## src/rtl/reg_bank_reader_if.sv

```systemverilog
// Consumer-side handshake bundle for reg_bank_reader.
// DataParity exists only when REG_BANK_READER_PARITY_EN is defined.
interface reg_bank_reader_if #(
    parameter int NrOfBits = 8,
    parameter int AddrBits = 2
);
    logic [NrOfBits-1:0] DataOut;
    logic [AddrBits-1:0] DataAddr;
    logic                DataValid;
    logic                DataReady;
`ifdef REG_BANK_READER_PARITY_EN
    logic                DataParity;
`endif

    modport master (
        input  DataReady,
        output DataOut,
        output DataAddr,
        output DataValid
`ifdef REG_BANK_READER_PARITY_EN
        , output DataParity
`endif
    );

    modport slave (
        output DataReady,
        input  DataOut,
        input  DataAddr,
        input  DataValid
`ifdef REG_BANK_READER_PARITY_EN
        , input  DataParity
`endif
    );
endinterface

```

## src/rtl/reg_bank_reader.sv

```systemverilog
// Walks a run of tri-state bus registers, capturing one word per select.
// Define REG_BANK_READER_PARITY_EN to add a registered DataParity bit.
module reg_bank_reader #(
    parameter int NrOfBits     = 8,
    parameter int NrOfRegs     = 4,
    parameter int AddrBits     = 2,
    parameter int SettleCycles = 1
) (
    input  logic                Clock,
    input  logic                Reset_n,
    input  logic                ClockEnable,
    input  logic                Tick,
    input  logic                Start,
    input  logic [AddrBits-1:0] StartAddr,
    input  logic [AddrBits:0]   Count,
    input  logic [NrOfBits-1:0] BusIn,
    output logic [NrOfRegs-1:0] cs,
    output logic                Busy,
    output logic                Done,
    reg_bank_reader_if.master   dbus
);
    localparam int CntW = AddrBits + 1;

    typedef enum logic [2:0] {
        S_IDLE,
        S_SELECT,
        S_CAPTURE,
        S_HOLD,
        S_DONE
    } state_e;

    state_e              state_q, state_d;
    logic [AddrBits-1:0] addr_q, addr_d;
    logic [CntW-1:0]     remain_q, remain_d;
    logic [3:0]          settle_q, settle_d;
    logic [NrOfBits-1:0] data_q, data_d;
    logic [AddrBits-1:0] daddr_q, daddr_d;
    logic                valid_q, valid_d;
`ifdef REG_BANK_READER_PARITY_EN
    logic                par_q, par_d;
`endif
    logic                en;

    assign en = ClockEnable & Tick;

    always_ff @(posedge Clock or negedge Reset_n) begin
        if (!Reset_n) begin
            state_q  <= S_IDLE;
            addr_q   <= '0;
            remain_q <= '0;
            settle_q <= '0;
            data_q   <= '0;
            daddr_q  <= '0;
            valid_q  <= 1'b0;
`ifdef REG_BANK_READER_PARITY_EN
            par_q    <= 1'b0;
`endif
        end else if (en) begin
            state_q  <= state_d;
            addr_q   <= addr_d;
            remain_q <= remain_d;
            settle_q <= settle_d;
            data_q   <= data_d;
            daddr_q  <= daddr_d;
            valid_q  <= valid_d;
`ifdef REG_BANK_READER_PARITY_EN
            par_q    <= par_d;
`endif
        end
    end

    always_comb begin
        state_d  = state_q;
        addr_d   = addr_q;
        remain_d = remain_q;
        settle_d = settle_q;
        data_d   = data_q;
        daddr_d  = daddr_q;
        valid_d  = valid_q;
`ifdef REG_BANK_READER_PARITY_EN
        par_d    = par_q;
`endif
        unique case (state_q)
            S_IDLE: begin
                if (Start) begin
                    addr_d   = StartAddr;
                    remain_d = (Count == '0) ? CntW'(NrOfRegs) : Count;
                    settle_d = 4'(SettleCycles - 1);
                    state_d  = S_SELECT;
                end
            end
            // settle_q holds the ticks still owed after the current one
            S_SELECT: begin
                if (settle_q == 4'd0) begin
                    state_d = S_CAPTURE;
                end else begin
                    settle_d = settle_q - 4'd1;
                end
            end
            S_CAPTURE: begin
                data_d  = BusIn;
                daddr_d = addr_q;
                valid_d = 1'b1;
`ifdef REG_BANK_READER_PARITY_EN
                par_d   = ^BusIn;
`endif
                state_d = S_HOLD;
            end
            S_HOLD: begin
                if (dbus.DataReady) begin
                    valid_d  = 1'b0;
                    remain_d = remain_q - CntW'(1);
                    settle_d = 4'(SettleCycles - 1);
                    if (addr_q == AddrBits'(NrOfRegs - 1)) begin
                        addr_d = '0;
                    end else begin
                        addr_d = addr_q + AddrBits'(1);
                    end
                    if (remain_q == CntW'(1)) begin
                        state_d = S_DONE;
                    end else begin
                        state_d = S_SELECT;
                    end
                end
            end
            S_DONE:  state_d = S_IDLE;
            default: state_d = S_IDLE;
        endcase
    end

    // Only SELECT and CAPTURE drive a register onto the bus
    always_comb begin
        cs = '1;
        if (state_q == S_SELECT || state_q == S_CAPTURE) begin
            cs[addr_q] = 1'b0;
        end
    end

    assign Busy           = (state_q != S_IDLE);
    assign Done           = (state_q == S_DONE);
    assign dbus.DataOut   = data_q;
    assign dbus.DataAddr  = daddr_q;
    assign dbus.DataValid = valid_q;
`ifdef REG_BANK_READER_PARITY_EN
    assign dbus.DataParity = par_q;
`endif
endmodule

```

## src/flat_wrapper.sv

```systemverilog
// flat-port wrapper written by rule: the top's interface ports become plain ports
module reg_bank_reader_flat 
#(
    parameter int NrOfBits     = 8,
    parameter int NrOfRegs     = 4,
    parameter int AddrBits     = 2,
    parameter int SettleCycles = 1
)
  (Clock, Reset_n, ClockEnable, Tick, Start, StartAddr, Count, BusIn, cs, Busy, Done, dbus_DataReady, dbus_DataOut, dbus_DataAddr, dbus_DataValid);
  reg_bank_reader_if #(.NrOfBits(NrOfBits), .AddrBits(AddrBits)) dbus_i ();
  input  logic Clock;
  input  logic Reset_n;
  input  logic ClockEnable;
  input  logic Tick;
  input  logic Start;
  input  logic [AddrBits-1:0] StartAddr;
  input  logic [AddrBits:0] Count;
  input  logic [NrOfBits-1:0] BusIn;
  output logic [NrOfRegs-1:0] cs;
  output logic Busy;
  output logic Done;
  input wire logic [$bits(dbus_i.DataReady)-1:0] dbus_DataReady;
  output wire logic [$bits(dbus_i.DataOut)-1:0] dbus_DataOut;
  output wire logic [$bits(dbus_i.DataAddr)-1:0] dbus_DataAddr;
  output wire logic [$bits(dbus_i.DataValid)-1:0] dbus_DataValid;
  assign dbus_i.DataReady = dbus_DataReady;
  assign dbus_DataOut = dbus_i.DataOut;
  assign dbus_DataAddr = dbus_i.DataAddr;
  assign dbus_DataValid = dbus_i.DataValid;
  reg_bank_reader #(.NrOfBits(NrOfBits), .NrOfRegs(NrOfRegs), .AddrBits(AddrBits), .SettleCycles(SettleCycles)) u_core (.Clock(Clock), .Reset_n(Reset_n), .ClockEnable(ClockEnable), .Tick(Tick), .Start(Start), .StartAddr(StartAddr), .Count(Count), .BusIn(BusIn), .cs(cs), .Busy(Busy), .Done(Done), .dbus(dbus_i));
endmodule
```

## config.mk

```make
export PLATFORM = sky130hd
export DESIGN_NAME = reg_bank_reader_flat
export DESIGN_NICKNAME = d
export VERILOG_FILES = /design/src/rtl/reg_bank_reader_if.sv /design/src/rtl/reg_bank_reader.sv /design/src/flat_wrapper.sv
export SDC_FILE = /design/constraint.sdc
export NUM_CORES = 1
export LEC_CHECK = 0
export BUFFER_PORTS_ARGS = -buffer_cell sky130_fd_sc_hd__buf_2
export CAP_MARGIN = 40
export CORE_UTILIZATION = 40
export CTS_CLUSTER_DIAMETER = 200
export DETAILED_ROUTE_END_ITERATION = 16
export MAX_ROUTING_LAYER = met4
export PLACE_DENSITY_LB_ADDON = 0.12
export SYNTH_ARGS = -nofsm -noshare
export SYNTH_HDL_FRONTEND = slang
export SYNTH_SLANG_ARGS = --single-unit
```

## constraint.sdc

```tcl
create_clock -name Clock -period 2 [get_ports Clock]
set_input_delay 0.1 -clock Clock [delete_from_list [all_inputs] [get_ports Clock]]
set_output_delay 0.1 -clock Clock [all_outputs]
set_load 0.1 [all_outputs]
```

==> metrics.txt <==
Post-Layout Cell Count 216; top-area cell type share of the netlist area 44.7%; effective utilization at floorplan 42.1%; Critical R2R Launch u_core.settle_q[0]$_DFFE_PN0P_; RePlAce Congestion 0.805; root buf cell clkbuf_4; clk slew on worst S/H paths 130 ps; worst skew pair latency 310 ps; Max stage delay on crit path 430 ps; Worst Hold Path Cells 2; via count 1075; dpl ws 159 ps; startpoint types register; hold path start BusIn[1]; drt wl/cell 12.4 um; Top FF cell, synth dfrtp_1; R2R setup slack 150 ps; worst min path class in2reg; Worst R2R Path Depth 6; most frequent cells in the layout buf_2, dfrtp_1, nor2_1, mux2_2; library cells used by synthesis 36; final wirelength 2670 um; fmax 540 MHz; Die H 58.7 um; DP Cell Count 206; Overall Global Routing Usage 17.3%; Max Cap Viol 0; antenna-violating nets left 0; Starting DRT DRC Count 16; EDFF count, synth 0; dominant cell type by area after synthesis dfrtp_1; Post-CTS Resized 0; Die W 58.7 um; final max-slew violation count 0; GRT Residual Overflow 0; site row count 20; Critical Path Sink Type register; top cells by area, synth dfrtp_1, mux2_2, ha_1, nor2_1, a21oi_1; Final WS setup 148 ps; first-pass GRT wire length 4320 um; asr flop ratio synth 100%; CP max stage cell dfrtp_1; post-route setup TNS 0 ps; WHS Endpoint u_core.dbus.DataOut[1]$_DFFE_PN0P_; Slew HR 65.0%; Post-Syn Instances 123; CTS Hold Bufs 4; # diodes 0; Max Clock Skew 4.86 ps; CORE AREA 0.00305 mm2; status finished, final reports clean; Via density 4.98; CTS tree done; port buffer count 35; Slew @ Worst Pin 526 ps; antenna violations before repair 0; Period minus WS final 1850 ps; fin crit share 92.6%; DPL Wire Length 2000 um; synthesized net count 150; most common cell after layout, fill and taps aside buf_2; DRC violations left 0; Mapped Area 0.00129 mm2; Worst Path Required 2210 ps; Die ar. 0.00345 mm2; CP Class reg2reg; CTS HTree Levels 1; Layout area overhead 28.4%; reg-to-reg endpoint u_core.state_q[0]$_DFFE_PN0P_; Clock Sinks 23; total CTS buffers 3; WP data arrival 2060 ps; final number of hold-violating endpoints 0; ratio of cells with drive above 1 in the final layout 38.4%; Max FO, Critical Path 4; vias in the first global route 1002; Seq/Total Area, Yosys 44.7%; final setup fails 0; Clock Tree Buf Depth 2; RSZ-0062 raised after global routing no; postcts setup bufs 0; router iterations before antenna repair 4; register bit count reported by yosys 23; Syn Area/Cell 10.5 um2; final net count 200; largest net degree at the start of global routing 24; CP cell instances inv_1, ha_1, nor3b_1, o22ai_1, nor3_1, mux2_1; Layout fillers 305; # IOs 36; synth warn 0
[how the worst max path moves through the flow]
stage	startpoint	end	cells past startpoint	slack, ps
floorplan	u_core.settle_q[0]$_DFFE_PN0P_	u_core.settle_q[1]$_DFFE_PN0P_	6	280
global placement	u_core.settle_q[0]$_DFFE_PN0P_	u_core.settle_q[1]$_DFFE_PN0P_	6	270
detailed placement	u_core.settle_q[0]$_DFFE_PN0P_	u_core.settle_q[1]$_DFFE_PN0P_	6	160
CTS	u_core.settle_q[0]$_DFFE_PN0P_	u_core.state_q[0]$_DFFE_PN0P_	6	140
global route	u_core.state_q[1]$_DFFE_PN0P_	cs[3]	5	20
finish	u_core.settle_q[0]$_DFFE_PN0P_	u_core.state_q[0]$_DFFE_PN0P_	6	150
[critical path: cells and delay by family, from the launching register on]
family                   cells  cell delay [ps]
adder cells (fa/ha/maj)      1              160
AO/OA/AOI/OAI                1              150
flip-flops                   1              430
AND/OR/NAND/NOR              2              570
buffers and inverters        1              100
multiplexers                 1              340
[cell families after synthesis]
family,after synthesis,synth area share (%)
flops,23,44.7
mux,14,12.1
compound gates,25,13.4
simple gates,40,17.3
fa+ha+maj,8,7.78
xor+xnor,1,0.681
buf+inv,12,3.99
[sequential cells by signal, indices dropped and copies added (netlist names)]
name,cells
u_core.settle_q,4
u_core.dbus.DataOut,8
u_core.remain_q,3
u_core.state_q,3
u_core.dbus.DataAddr,2
u_core.addr_q,2
u_core.dbus.DataValid,1
[stage by stage]
stage               instance area [um2]  util (%)  hold slack [ps]
CTS                                1630      53.4             2.34
floorplan                          1290         -             -196
global placement                   1560      51.2              106
finish                             1650      54.1             12.6
detailed placement                 1560      51.2              109
global route                       1650      54.1             2.12
[final cells by class]
type / count / area [um2] / share of cell area, %
Clock buffer: 3 / 22.5 / 1.36
Tap cell: 44 / 55.1 / 3.33
Sequential cell: 23 / 576 / 34.8
Clock inverter: 1 / 5.00 / 0.303
Multi-Input combinational cell: 88 / 668 / 40.5
Inverter: 8 / 30.0 / 1.82
Timing Repair Buffer: 49 / 295 / 17.9
[Yosys cell counts, types with 2 or more instances]
master and n:
dfrtp_1 23, nor2_1 11, mux2_2 10, a21oi_1 8
ha_1 8, inv_1 8, nand2_1 8, nor3_1 5
o21ai_0 4, o21ai_1 3, a21o_1 2, buf_2 2
mux2_1 2, mux2i_1 2, nand2b_1 2, nor2b_1 2
nor3b_1 2, o22ai_1 2, or3_1 2
[layer usage]
metal	up-vias	track usage, %	share of wire [%]
met5	-	-	0
met4	0	7.14	1.6
met3	4	2.86	3.3
met2	23	28.7	48
met1	515	20.8	47
li1	533	-	-
Power is not shown: default switching activity piles up to over one toggle a cycle in this logic, so the estimate is an artifact.
